[src/rtl/nibbler_pkg.sv]
`default_nettype none
// ============================================================================
//  Module      : nibbler_pkg
//  Description : Shared definitions for the Nibbler CPU sequencer: control
//                word width, control field bit positions and the sequencer
//                state encoding.
//  Revision    : 1.0 - initial release
// ============================================================================
package nibbler_pkg;

    // Control word layout, MSB first:
    // incPC, loadPC, loadA, loadFlags, csRAM, weRAM, oeALU, oeIn, oeOprnd, loadOut
    localparam int CTRL_W         = 10;
    localparam int CTRL_INCPC     = 9;
    localparam int CTRL_LOADPC    = 8;
    localparam int CTRL_LOADA     = 7;
    localparam int CTRL_LOADFLAGS = 6;
    localparam int CTRL_CSRAM     = 5;
    localparam int CTRL_WERAM     = 4;
    localparam int CTRL_OEALU     = 3;
    localparam int CTRL_OEIN      = 2;
    localparam int CTRL_OEOPRND   = 1;
    localparam int CTRL_LOADOUT   = 0;

    // During FETCH only the PC increment may reach the datapath.
    localparam logic [CTRL_W-1:0] CTRL_FETCH_MASK =
        {{(CTRL_W-1){1'b0}}, 1'b1} << CTRL_INCPC;

    typedef enum logic [2:0] {
        ST_STOP     = 3'd0,
        ST_FETCH    = 3'd1,
        ST_EXEC     = 3'd2,
        ST_WAIT_IN  = 3'd3,
        ST_WAIT_OUT = 3'd4
    } seq_state_t;

endpackage
`default_nettype wire

[src/rtl/nibble_sequencer_wait_timer.sv]
`default_nettype none
// ============================================================================
//  Module      : wait_timer
//  Description : Handshake wait counter. Cleared by i_clear, counts up by one
//                per cycle while i_enable is high, and flags o_expired once
//                the count reaches WAIT_MAX (holding there).
//  Ports       : clk, rst        - clock, synchronous active-high reset
//                i_clear         - return count to zero (wins over enable)
//                i_enable        - count this cycle
//                o_expired       - count equals WAIT_MAX
//  Revision    : 1.0 - initial release
// ============================================================================
module wait_timer #(
    parameter int WAIT_MAX = 15
) (
    input  logic clk,
    input  logic rst,
    input  logic i_clear,
    input  logic i_enable,
    output logic o_expired
);

    // A zero-width counter is illegal, so keep at least one bit.
    localparam int c_cnt_w = (WAIT_MAX < 1) ? 1 : $clog2(WAIT_MAX + 1);
    localparam logic [c_cnt_w-1:0] c_wait_max = c_cnt_w'(WAIT_MAX);
    localparam logic [c_cnt_w-1:0] c_one      = c_cnt_w'(1);

    logic [c_cnt_w-1:0] r_count;

    always_ff @(posedge clk) begin
        if (rst) begin
            r_count <= '0;
        end else if (i_clear) begin
            r_count <= '0;
        end else if (i_enable && !o_expired) begin
            r_count <= r_count + c_one;
        end
    end

    assign o_expired = (r_count == c_wait_max);

endmodule
`default_nettype wire

[src/rtl/nibble_sequencer.sv]
`default_nettype none
// ============================================================================
//  Module      : nibble_sequencer
//  Description : Fetch/execute sequencer for the Nibbler CPU. Provides
//                run/single-step control, stalls execute on the input and
//                output port handshakes, and gates the decode control word so
//                that PC, registers and RAM only change in the legal cycle.
//                A handshake that stays absent for more than WAIT_MAX wait
//                cycles raises a sticky timeout and stops the machine.
//  Ports       : clk, reset            - clock, synchronous active-high reset
//                run, step             - free-run level / single-step pulse
//                ctrl_in, ctrl_out     - decode control word in / gated out
//                fetch_en, phase       - Fetch load enable / phase to decode
//                in_valid, in_ready    - input-port handshake
//                out_valid, out_ready  - output-port handshake
//                halted, timeout       - in STOP / sticky handshake fault
//  Revision    : 1.0 - initial release
// ============================================================================
module nibble_sequencer
    import nibbler_pkg::*;
#(
    parameter int WAIT_MAX = 15
) (
    input  logic              clk,
    input  logic              reset,
    input  logic              run,
    input  logic              step,
    input  logic [CTRL_W-1:0] ctrl_in,
    output logic [CTRL_W-1:0] ctrl_out,
    output logic              fetch_en,
    output logic              phase,
    input  logic              in_valid,
    output logic              in_ready,
    output logic              out_valid,
    input  logic              out_ready,
    output logic              halted,
    output logic              timeout
);

    seq_state_t r_state;
    logic       r_timeout;

    logic       w_oe_in;
    logic       w_load_out;
    logic       w_in_stall;
    logic       w_waiting;
    logic       w_timer_clear;
    logic       w_expired;
    seq_state_t w_end_state;

    assign w_oe_in    = ctrl_in[CTRL_OEIN];
    assign w_load_out = ctrl_in[CTRL_LOADOUT];
    assign w_in_stall = w_oe_in && !in_valid;

    // Where an instruction goes once it completes: continue or park.
    assign w_end_state = run ? ST_FETCH : ST_STOP;

    // The counter runs only in the two wait states. Holding it clear in every
    // other state means it always starts from zero on entry; the extra clear
    // on an input handshake covers the direct WAIT_IN -> WAIT_OUT hop.
    assign w_waiting     = (r_state == ST_WAIT_IN) || (r_state == ST_WAIT_OUT);
    assign w_timer_clear = !w_waiting || ((r_state == ST_WAIT_IN) && in_valid);

    wait_timer #(
        .WAIT_MAX (WAIT_MAX)
    ) u_wait_timer (
        .clk       (clk),
        .rst       (reset),
        .i_clear   (w_timer_clear),
        .i_enable  (w_waiting),
        .o_expired (w_expired)
    );

    always_ff @(posedge clk) begin
        if (reset) begin
            r_state   <= ST_STOP;
            r_timeout <= 1'b0;
        end else begin
            case (r_state)
                ST_STOP: begin
                    if ((run || step) && !r_timeout) begin
                        r_state <= ST_FETCH;
                    end
                end
                ST_FETCH: begin
                    r_state <= ST_EXEC;
                end
                ST_EXEC: begin
                    if (w_in_stall) begin
                        r_state <= ST_WAIT_IN;
                    end else if (w_load_out) begin
                        r_state <= ST_WAIT_OUT;
                    end else begin
                        r_state <= w_end_state;
                    end
                end
                ST_WAIT_IN: begin
                    if (in_valid) begin
                        r_state <= w_load_out ? ST_WAIT_OUT : w_end_state;
                    end else if (w_expired) begin
                        r_timeout <= 1'b1;
                        r_state   <= ST_STOP;
                    end
                end
                ST_WAIT_OUT: begin
                    if (out_ready) begin
                        r_state <= w_end_state;
                    end else if (w_expired) begin
                        r_timeout <= 1'b1;
                        r_state   <= ST_STOP;
                    end
                end
                default: begin
                    r_state <= ST_STOP;
                end
            endcase
        end
    end

    // Outputs are decoded from the current state and live inputs so that a
    // handshake is accepted in the very cycle it is presented.
    always_comb begin
        ctrl_out  = '0;
        fetch_en  = 1'b0;
        phase     = 1'b0;
        in_ready  = 1'b0;
        out_valid = 1'b0;
        case (r_state)
            ST_FETCH: begin
                fetch_en = 1'b1;
                ctrl_out = ctrl_in & CTRL_FETCH_MASK;
            end
            ST_EXEC: begin
                phase = 1'b1;
                if (!w_in_stall) begin
                    ctrl_out = ctrl_in;
                    in_ready = w_oe_in;
                end
            end
            ST_WAIT_IN: begin
                phase = 1'b1;
                if (in_valid) begin
                    ctrl_out = ctrl_in;
                    in_ready = 1'b1;
                end
            end
            ST_WAIT_OUT: begin
                phase     = 1'b1;
                out_valid = 1'b1;
            end
            default: begin
                ctrl_out = '0;
            end
        endcase
    end

    assign halted  = (r_state == ST_STOP);
    assign timeout = r_timeout;

endmodule
`default_nettype wire

[config.mk]
export PLATFORM = sky130hd
export DESIGN_NAME = nibble_sequencer
export DESIGN_NICKNAME = d
export VERILOG_FILES = /design/src/rtl/nibbler_pkg.sv /design/src/rtl/nibble_sequencer_wait_timer.sv /design/src/rtl/nibble_sequencer.sv
export SDC_FILE = /design/constraint.sdc
export NUM_CORES = 1
export LEC_CHECK = 0
export BUFFER_PORTS_ARGS = -buffer_cell sky130_fd_sc_hd__buf_2
export CAP_MARGIN = 20
export CORE_AREA = 2 2 48 50
export CTS_BUF_LIST = sky130_fd_sc_hd__clkbuf_4
export DETAILED_ROUTE_END_ITERATION = 10
export DIE_AREA = 0 0 50 52
export GPL_ROUTABILITY_DRIVEN = 0
export PLACE_DENSITY = 0.66
export REMOVE_ABC_BUFFERS = 1
export SYNTH_ARGS = -nofsm -noshare
export SYNTH_HDL_FRONTEND = slang
export SYNTH_SLANG_ARGS = --single-unit
export TNS_END_PERCENT = 20
[constraint.sdc]
create_clock -name clk -period 3.8 [get_ports clk]
set_input_delay 0.57 -clock clk [delete_from_list [all_inputs] [get_ports clk]]
set_output_delay 0.57 -clock clk [all_outputs]
set_load 0.02 [all_outputs]
## After elaboration in Yosys (flattened, before gate mapping)

Index checks and enable logic that the tools add are counted.

| storage, ports and cells | value |
|---|---|
| output and inout bits | 16 |
| logic and storage cells | 49 |
| input port bits | 16 |
| register bits | 8 |

| cells by class | value |
|---|---|
| mux-type cells | 21 |
| reductions and logical operators | 16 |
| equality and inequality tests | 8 |
| $add $sub $neg | 1 |

Operators with widths:

| kind | count |
|---|---|
| case mux 10 bit (3 select lines) | 1 |
| 2-to-1 mux 10 bit | 2 |
| 2-to-1 mux 3 bit | 6 |
| case mux 3 bit (5 select lines) | 1 |
| 2-to-1 mux 1 bit | 9 |
| == test 3 x 2 -> 1 bit, second input constant | 2 |
| adder 4 x 1 -> 4 bit, second input constant | 1 |
| == test 4 bit, second input constant | 1 |
| logical AND 1 bit | 4 |
| zero test 1 bit | 4 |
| != test 2 bit, second input constant | 2 |
| case mux 1 bit (2 select lines) | 2 |
| == test 3 x 1 -> 1 bit, second input constant | 1 |
| == test 3 bit, second input constant | 1 |
| zero test 3 bit | 1 |
| logical OR 1 bit | 3 |
| AND reduction 3 bit | 1 |
| OR reduction 3 bit | 1 |
| != test 2 x 1 -> 1 bit, second input constant | 1 |
| nonzero test 2 bit | 1 |
| OR reduction 2 bit | 1 |

## Depth between registers and ports, before layout

Gate-level depths: netlist of run 1.

| depth | value |
|---|---|
| word-level depth | 5 |
| depth in mapped cells | 5 |
| mapped depth without buffers | 5 |

## Hierarchy

A second synthesis of run 1 with hierarchy kept.

| second synthesis, totals | value |
|---|---|
| cells, all modules | 80 |
| area, all modules | 594.3 um2 |

By module, submodules not included:

| module | instances | seq. area each (um2) | cells each | area each (um2) |
|---|---|---|---|---|
| nibble_sequencer | 1 | 80.1 | 58 | 382.9 |
| wait_timer | 1 | 80.1 | 22 | 211.5 |

## Least setup slack after synthesis of run 1

No wires, ideal clock.

| timing | value |
|---|---|
| path type | reg-to-output |
| start | reg r_state[2] |
| end | out ctrl_out[9] |
| data arrival time | 1.366 ns |
| cell stages (with the launch flop) | 6 |
| setup slack | 1.864 ns |
| required time | 3.230 ns |
| buffers on the path | 1 |
| cell sequence | dfxtp_1 buf_2 and2b_1 o21a_1 inv_1 a21oi_1 |

| on the way | value |
|---|---|
| cells in the longest elaborated chain, start to end | 2 |
| elaborated cells between the ends (all ways) | 4 |
| classes of those cells | 3 x eq/ne; 1 x mux |

Ends and longest elaborated chain:

| item | RTL line | text |
|---|---|---|
| start: declaration | nibble_sequencer.sv:40 | `seq_state_t r_state;` |
| start signal: assignment | nibble_sequencer.sv:94 | `r_state <= w_end_state;` |
| start signal: assignment | nibble_sequencer.sv:99 | `r_state <= w_load_out ? ST_WAIT_OUT : w_end_state;` |
| start signal: assignment | nibble_sequencer.sv:107 | `r_state <= w_end_state;` |
| == test 3 x 2 -> 1 bit / == test 3 x 1 -> 1 bit (equally long branches) | nibble_sequencer.sv:128 | `case (r_state)` |
| case mux 10 bit (3 select lines) * | nibble_sequencer.sv:128 |  |
| end: declaration | nibble_sequencer.sv:29 | `output logic [CTRL_W-1:0] ctrl_out,` |

Mark *: on every way between the ends. The rest lies on a longest branch, timed or not.

## Worst setup path after layout of run 1

| timing | value |
|---|---|
| start | reg r_state[1] |
| end | out ctrl_out[9] |

Same word-level chain as after synthesis.

==> metrics.csv, run 1 <==
metric,value,unit
avgSynthCellArea,7.77,µm²
core_area,2110,µm²
post_drt_wl_per_cell,10.3,µm
std_cell_rows,17,
crit_slowest_cell,dfxtp_1,
drive_gt1_share,33.6,%
multiInputGateArea,400,µm²
slew_viol_final,0,
stdcell_area,785,µm²
ys_seq_area_share,26.8,%
area_growth,31.2,%
antenna_found_initial,0,
setup.worst_path.start_class,flip-flop,
syn_inst,77,
synthesis.area,598,µm²
clk_pin_slew,0.04,ns
antenna_left,0,
hold_class,reg -> reg,
drc_errors,0,
die_area,2600,µm²
dr_total_vias,650,
post-cts-setup-buffers,0,
initial_core_util,28.4,%
clock_latency,0.25,ns
die_y,52,µm
crit_fanout,13,
drt-initial-drc-count,21,
fin_util,37.3,%
diodes,0,
dp.cells,132,
fin_skew,0.00761,ns
arrival,1.72,ns
clockBufferDepth,2,
layout.nets,126,
setup_viol,0,
yosysUniqueCellTypes,37,
cts_tree,yes,
post_layout_nonfiller_instances,135,
htreeDepth,1,
max_stage_delay,0.54,ns
post-route-period-util,60.2,%
cp_cell_sequence,"and2b_1, o21a_1, inv_1, a21oi_1, buf_2",
routed_wl,1390,µm
ios,32,
die_w,50,µm
grt_usage,10.8,%
grt_pass1_vias,519,
register_area,160,µm²
fin_tns_setup,0,ns
fin_crit,2.29,ns
crit_family,flip-flops,
post_dp_cell_area,762,µm²
worst_pin_slew,0.382,ns
cts_buffers,3,
hold_viol,0,
p_leak,0.373,nW
grt_max_degree,14,
worst_ep_required_time,3.23,ns
worst_slack,1.51,ns
max-slew-margin-rel,74.5,%
postCtsHoldBufs,0,
cts.sinks,8,
ys_ff_latch,8,
grt_setup_unrepaired,no,
root_buffer,clkbuf_4,
crit_path_end_kind,output pin,
dr.pass1.iters,4,
worstSetupPathType,reg -> out,
portBuffers,31,
post_cts_resized,0,
irDropWorstVdd,0.000130,V
power_density,296,nW/µm²
fillCellCount,218,
place_ws,1.79,ns
status,completed,
grt_pass1_wl,2150,µm
fmax,437,MHz
ys_warn_count,0,
hpwl,1140,µm
maxCapViolations,0,
grt-ovfl-total,0,
vias_per_cell,4.81,
critPathBufInv,2,
[path summary, 6_finish.rpt]
| path | start | end | slack (ns) | cells past startpoint |
|---|---|---|---|---|
| setup reg to reg | r_state[2] | u_wait_timer.r_count[1] | 2.17 | 4 |
| hold / removal | timeout | timeout | 0.49 | 2 |
| hold reg to reg | timeout | timeout | 0.49 | 2 |
| setup / recovery | r_state[1] | ctrl_out[9] | 1.51 | 5 |
[per-layer routing]
layer / global-route usage, % / up-vias / share of wire (%)
li1: - / 336 / -
met1: 12.2 / 292 / 44
met2: 16.7 / 22 / 51
met3: 2.59 / 0 / 5.5
met4: 10.2 / 0 / 0
met5: 0 / - / 0
[flip-flops by register name, summed over array words and instances, names as in the netlist]
name	count
r_state	3
timeout	1
u_wait_timer.r_count	4
[cells in the final DEF (no fill, tap or decap), types with 2 or more instances in the layout]
cell type / Yosys / final
inv_1: 3 / 3
buf_2: 3 / 31
a21oi_1: 2 / 2
nand2_1: 4 / 4
and3_1: 2 / 2
and2_1: 8 / 8
clkbuf_4: 0 / 3
nor2b_1: 2 / 2
dfxtp_1: 8 / 8
xnor2_1: 2 / 2
nand3_1: 2 / 2
o31ai_1: 2 / 2
nand2b_1: 2 / 2
nor3_1: 2 / 2
o21a_1: 2 / 2
nor2_1: 10 / 10
a22oi_1: 2 / 2
[final cells by class]
cell class	instances	share of cell area [%]
Clock buffer	3	2.87
Inverter	3	1.44
Multi-Input combinational cell	62	51.0
Sequential cell	8	20.4
Tap cell	28	4.47
Timing Repair Buffer	31	19.8
[metrics by stage]
step                      hold WS (ns)  total power [mW]
after floorplan                  0.488             0.146
after global placement           0.481             0.173
after detailed placement         0.489             0.173
after CTS                        0.503             0.236
after global routing             0.527             0.248
final                            0.492             0.232
[worst register-to-register path: cells and delay by family (launching register included)]
family,cells,cell delay (ns)
AO/OA/AOI/OAI,1,0.22
flip-flops,1,0.54
multiplexers,1,0.21
AND/OR/NAND/NOR,2,0.56
[synth_stat cells]
library cell	n	area share (%)
a22oi_1	2	2.5
a31oi_1	1	1.0
buf_6	1	1.9
a21oi_2	1	1.5
o31ai_1	2	2.5
buf_2	3	2.5
o21a_1	2	2.5
nand3_1	2	1.7
a211oi_2	1	2.1
a21oi_1	2	1.7
a21o_1	1	1.3
o32a_1	1	1.7
nor3_1	2	1.7
o21ai_0	1	0.84
nor3b_1	1	1.3
xnor2_1	2	2.9
and3_1	2	2.1
or3b_1	1	1.5
nor2_1	10	6.3
and2b_1	1	1.3
or3_1	1	1.0
nand2b_1	2	2.1
a211oi_1	1	1.3
a32o_1	1	1.7
inv_1	3	1.9
nand2_1	4	2.5
dfxtp_1	8	27
o21bai_1	1	1.3
and2_1	8	8.4
a21boi_1	1	1.3
ha_1	1	2.1
nor2b_1	2	2.1
mux2i_1	1	1.7
a32oi_1	1	1.5
nand3b_1	1	1.3
a211o_1	1	1.5
or2b_1	1	1.3
[report_power, final]
| group | internal (mW) | switching [mW] |
|---|---|---|
| registers | 0.0875 | 0.00977 |
| logic | 0.0313 | 0.0434 |
| clock network | 0.0358 | 0.0243 |
| total | 0.155 | 0.0774 |
[cells by family after synthesis]
kind of cell	synth area share, %
and+or+nand+nor	34.3
AOI/OAI and AO/OA	25.9
DFF	26.8
buffers and inverters	6.28
xor gates and xnor gates	2.93
muxes	1.67
adders and majority gates	2.09
Power figures use the tool's default switching activity.
==> inputs of run 2 (changes only) <==
- ABC_AREA: default -> 1
- CORE_AREA: 2 2 48 50 -> 2 2 47 49
- DIE_AREA: 0 0 50 52 -> 0 0 49 51
- PLACE_DENSITY: 0.66 -> 0.68
- clock period: 3.8 -> 2.05 ns (I/O delays scaled with it)
==> run 2 against run 1 <==
  * Combinational power up 74%
  * Synthesized area down 6.1%
  * Final cell count up 15%
  * Wire length up 4.0%
  * Worst hold slack worse by 0.23 ns
  * Final area down 2.7%
==> metrics.csv, run 2 <==
metric,value,unit,change
diodes,0,,unchanged
antenna_left,0,,unchanged
vias_per_cell,4.53,,-5.9%
fmax,528,MHz,
crit_slowest_cell,dfxtp_1,,
routed_wl,1450,µm,+4.0%
post_drt_wl_per_cell,9.35,µm,-9.4%
cp_cell_sequence,"nand2_2, inv_2, o21ai_2, or2_1, a21oi_1, buf_2",,
status,completed,,
post-cts-setup-buffers,0,,unchanged
post_dp_cell_area,741,µm²,-2.8%
initial_core_util,27.2,%,-1.2 points
p_leak,0.436,nW,+17%
crit_path_end_kind,output pin,,
layout_common_cells,"31 x buf_2, 19 x nand2_1, 17 x inv_1, 15 x nor2_1, 8 x dfxtp_1",,
ys_ff_latch,8,,unchanged
synth_area_leaders,"dfxtp_1 29%, nand2_1 13%, inv_1 11%",,
synthMostInstantiatedCell,nand2_1,,
synthesis.area,562,µm²,-6.1%
cts_tree,yes,,
pwr-share-comb,31.1,%,-1.1 points
drive_gt1_share,31.5,%,-2.1 points
setup_viol,0,,unchanged
max-slew-margin-rel,74.6,%,+0.12 points
worstSetupPathType,reg -> out,,
die_y,51,µm,-1.9%
synthFlopType,dfxtp_1,,
grt_usage,12.0,%,+1.2 points
grt_setup_unrepaired,no,,
dr.pass1.iters,4,,unchanged
grt_busiest_layer,met2,,
crit_fanout,8,,-5
ios,32,,unchanged
grt_use_met2,20.8,%,+4.1 points
irDropWorstVdd,0.000292,V,+130%
arrival,1.59,ns,-0.13 ns
final_common_cell,buf_2,,
power_frac_clock,28.2,%,+2.3 points
die_w,49,µm,-2.0%
grt_pass1_vias,613,,+18%
clk_pin_slew,0.05,ns,about the same
grt_use_met1,12.1,%,-0.074 points
grt_pass1_wl,2340,µm,+8.7%
drt-initial-drc-count,13,,-38%
hpwl,1240,µm,+9.2%
syn_inst,94,,+22%
yosysUniqueCellTypes,19,,-49%
slew_viol_final,0,,unchanged
largest_reg_flops,4,,unchanged
post_cts_resized,0,,unchanged
avgSynthCellArea,5.98,µm²,-23%
synth_top_area_share,28.5,%,+1.7 points
hold_viol,0,,unchanged
swShare,34.6,%,+1.2 points
power_frac_seq,40.6,%,-1.3 points
synth_enable_flop_cells,0,,unchanged
post-route-period-util,92.5,%,
fin_crit,1.90,ns,
antenna_found_initial,0,,unchanged
fin_tns_setup,0,ns,unchanged
power_density,549,nW/µm²,+85%
htreeDepth,1,,unchanged
cts.sinks,8,,unchanged
worst_pin_slew,0.378,ns,-0.00419 ns
grt-ovfl-total,0,,unchanged
core_area,2060,µm²,-2.0%
setup.worst_path.start_class,flip-flop,,
p_switching,0.145,mW,+87%
std_cell_rows,17,,unchanged
portBuffers,31,,unchanged
clockBufferDepth,2,,unchanged
area_growth,35.9,%,
ys_warn_count,0,,unchanged
grt_max_degree,9,,-5
intPower,0.274,mW,+77%
fin_skew,0.00179,ns,-0.00582 ns
cts_buffers,3,,unchanged
die_area,2500,µm²,-3.9%
worst_ep_required_time,1.74,ns,-1.49 ns
hold_class,in -> reg,,
layout.nets,146,,+16%
synthArstFlopShare,0,%,unchanged
postCtsHoldBufs,0,,unchanged
clock_latency,0.25,ns,about the same
ys_seq_area_share,28.5,%,+1.7 points
top_register,u_wait_timer.r_count,,
root_buffer,clkbuf_4,,
stdcell_area,763,µm²,-2.7%
dr_total_vias,702,,+8.0%
yosys-top-cells-count,"19 x nand2_1, 17 x inv_1, 15 x nor2_1",,
max_stage_delay,0.44,ns,-0.10 ns
yosys.area.top_type,dfxtp_1,,
maxCapViolations,0,,unchanged
fillCellCount,243,,+11%
drc_errors,0,,unchanged
use_met3,4.68,%,+2.1 points
-- run 2: worst max-delay path: cells and delay by family (launching register included) --
kind,cells,cell delay (ns)
AO/OA/AOI/OAI,2,0.22
buffers and inverters,2,0.28
flip-flops,1,0.44
AND/OR/NAND/NOR,2,0.41
-- run 2: cells by family after synthesis --
group,synth area share (%)
simple gates,39.9
buf+inv,14.7
compound gates,13.1
flops,28.5
xor+xnor,1.56
fa+ha+maj,2.23
-- run 2: per-layer routing --
metal,up-vias,wire [µm]
met4,0,34
li1,361,-
met1,304,580
met5,-,0
met3,7,147
met2,30,688
-- run 2: stage by stage --
step / hold WS (ns) / utilization, % / power, mW / setup slack, ns / instances
final: 0.261 / 37.0 / 0.419 / 0.154 / 155
after global routing: 0.277 / 37.0 / 0.448 / 0.0552 / 155
after CTS: 0.255 / 37.0 / 0.426 / 0.156 / 155
after detailed placement: 0.460 / 35.9 / 0.304 / 0.440 / 152
after global placement: 0.458 / 35.9 / 0.303 / 0.468 / 152
after floorplan: 0.377 / - / 0.256 / 0.206 / 93
-- run 2: path summary, 6_finish.rpt --
check / from / endpoint / slack [ns] / cells past startpoint
max: r_state[1] / ctrl_out[9] / 0.15 / 6
min: reset / timeout / 0.26 / 2
max reg2reg: r_state[1] / u_wait_timer.r_count[2] / 0.72 / 8
min reg2reg: timeout / timeout / 0.46 / 2
-- run 2: cell type report --
cell class,instances,area [µm²],share of cell area [%]
Multi-Input combinational cell,66,319,41.8
Sequential cell,8,160,21.0
Timing Repair Buffer,31,155,20.3
Inverter,19,71.3,9.34
Tap cell,28,35.0,4.59
Clock buffer,3,22.5,2.95
-- run 2: power groups by stage --
stage	clock network, mW	registers, mW	logic [mW]
after floorplan	0	0.171	0.0843
after global placement	0	0.173	0.130
after detailed placement	0	0.173	0.131
after CTS	0.125	0.170	0.131
after global routing	0.131	0.171	0.145
final	0.118	0.170	0.130
==> inputs of run 3 (changes only) <==
- ABC_AREA: 1 -> default
- CORE_AREA: 2 2 47 49 -> 2 2 48 50
- CTS_BUF_LIST: sky130_fd_sc_hd__clkbuf_4 -> sky130_fd_sc_hd__clkbuf_16
- DIE_AREA: 0 0 49 51 -> 0 0 50 52
- PLACE_DENSITY: 0.68 -> 0.6
==> run 3 against run 2 <==
  * Final area rose by 11%
  * Total power rose by 56%
  * Clock-buffer cell count unchanged
  * Core utilization rose by 3.2 points
  * Sequential share of layout area shrank 2.0 points
  * Clock skew about the same
  * Via count down 4.1%
  * Final cell count shrank 12%
  * Wire length grew 2.8%
  * Combinational power increased by 14%
  * Die area up 4.0%
==> metrics.csv, run 3 (same netlist as run 1, synthesis figures left out) <==
metric,value,unit,change
grt_max_degree,14,,+5
largest_reg_flops,4,,unchanged
grt_usage,11.9,%,-0.071 points
antenna_found_initial,0,,unchanged
grt_use_met1,15.2,%,+3.0 points
ios,32,,unchanged
power_frac_clock,50.4,%,+22 points
layout.nets,127,,-13%
crit_path_end_kind,output pin,,
intPower,0.476,mW,+74%
dr_total_vias,673,,-4.1%
top_register,u_wait_timer.r_count,,
setup_viol,0,,unchanged
worst_ep_required_time,1.74,ns,about the same
core_area,2110,µm²,+2.1%
worstSetupPathType,reg -> out,,
grt_pass1_wl,2330,µm,-0.60%
drive_gt1_share,35.2,%,+3.7 points
register_area,160,µm²,unchanged
fin_tns_setup,0,ns,unchanged
diodes,0,,unchanged
cts_tree,yes,,
layout_common_cells,"31 x buf_2, 10 x nor2_1, 8 x and2_1, 8 x dfxtp_1, 4 x nand2_1",,
post-route-period-util,91.8,%,-0.71 points
root_buffer,clkbuf_16,,
post-cts-setup-buffers,0,,unchanged
fmax,532,MHz,+0.78%
die_y,52,µm,+2.0%
post_drt_wl_per_cell,11.0,µm,+17%
cts.sinks,8,,unchanged
final_common_cell,buf_2,,
p_switching,0.176,mW,+22%
std_cell_rows,17,,unchanged
drc_errors,0,,unchanged
pwr-share-comb,22.7,%,-8.4 points
cts_buffers,3,,unchanged
use_met3,2.59,%,-2.1 points
power_frac_seq,27.0,%,-14 points
grt-ovfl-total,0,,unchanged
htreeDepth,1,,unchanged
dr.pass1.iters,4,,unchanged
fillCellCount,217,,-11%
fin_util,40.2,%,+3.2 points
vias_per_cell,4.95,,+9.3%
setup.worst_path.start_class,flip-flop,,
swShare,27.0,%,-7.6 points
hold_viol,0,,unchanged
clock_latency,0.23,ns,-0.02 ns
multiInputGateArea,402,µm²,+26%
worst_pin_slew,0.360,ns,-0.0184 ns
grt_setup_unrepaired,no,,
status,completed,,
die_w,50,µm,+2.0%
p_leak,0.402,nW,-7.7%
irDropWorstVdd,0.000376,V,+29%
routed_wl,1490,µm,+2.8%
grt_use_met2,17.8,%,-3.0 points
clockBufferDepth,2,,unchanged
area_growth,41.4,%,
drt-initial-drc-count,18,,+5
hpwl,1170,µm,-6.1%
portBuffers,31,,unchanged
grt_busiest_layer,met2,,
slew_viol_final,0,,unchanged
hold_class,in -> reg,,
die_area,2600,µm²,+4.0%
crit_fanout,13,,+5
max-slew-margin-rel,76.0,%,+1.4 points
grt_pass1_vias,560,,-8.6%
fin_crit,1.88,ns,-0.0146 ns
power_density,770,nW/µm²,+40%
antenna_left,0,,unchanged
initial_core_util,28.4,%,+1.2 points
fin_skew,0.00164,ns,-0.000153 ns
clk_pin_slew,0.04,ns,about the same
maxCapViolations,0,,unchanged
arrival,1.57,ns,-0.02 ns
run 3: cell count changes in the layout (fill, tap and decap cells not counted), moves of 5 or more:
cell	change
and2_1	+8
inv_1	-14
nor2_1	-5
a21oi_1	-5
nand3_1	-5
nand2_1	-15
run 3: routing by layer:
metal / wire [µm] / share of wire (%)
met5: 0 / 0
met4: 40 / 2.7
met2: 616 / 41
met3: 134 / 9.0
met1: 699 / 47
run 3: timing repair:
item,4_1_cts,5_1_grt
endpoints found under the setup margin,0,1
hold buffers,0,0
resized for setup,0,1
run 3: stage by stage:
step	cell area, µm²	hold WS, ns	instances	total power [mW]	setup slack, ns
2_1_floorplan	572	0.380	73	0.270	0.386
3_5_place_dp	769	0.490	133	0.325	0.358
4_1_cts	845	0.276	136	0.658	0.104
3_3_place_gp	769	0.488	133	0.325	0.421
6_report	846	0.277	136	0.652	0.169
5_1_grt	846	0.289	136	0.681	0.0391
run 3: worst paths after layout:
check                                 from                       to  cells after the start  slack, ns
worst min-delay path                 reset                  timeout                      2       0.28
worst min register to register     timeout                  timeout                      2       0.50
worst max-delay path            r_state[2]              ctrl_out[9]                      5       0.17
worst max register to register  r_state[2]  u_wait_timer.r_count[1]                      4       0.44
run 3: area by class of cell:
class / count / area share (%)
Inverter: 3 / 1.33
Tap cell: 28 / 4.14
Multi-Input combinational cell: 62 / 47.5
Sequential cell: 8 / 18.9
Clock buffer: 3 / 8.88
Timing Repair Buffer: 32 / 19.2
run 3: critical path, cell delays in order (launching register included):
cell and delay (ns):
dfxtp_1 0.40, and2b_1 0.34, o21a_2 0.24, inv_1 0.05, a21oi_1 0.13, buf_2 0.17
run 3: power groups by stage:
| stage | clock [mW] | combinational [mW] | sequential, mW |
|---|---|---|---|
| floorplan | 0 | 0.0915 | 0.178 |
| global placement | 0 | 0.148 | 0.178 |
| detailed placement | 0 | 0.147 | 0.178 |
| CTS | 0.334 | 0.148 | 0.176 |
| global route | 0.342 | 0.162 | 0.177 |
| finish | 0.328 | 0.148 | 0.176 |
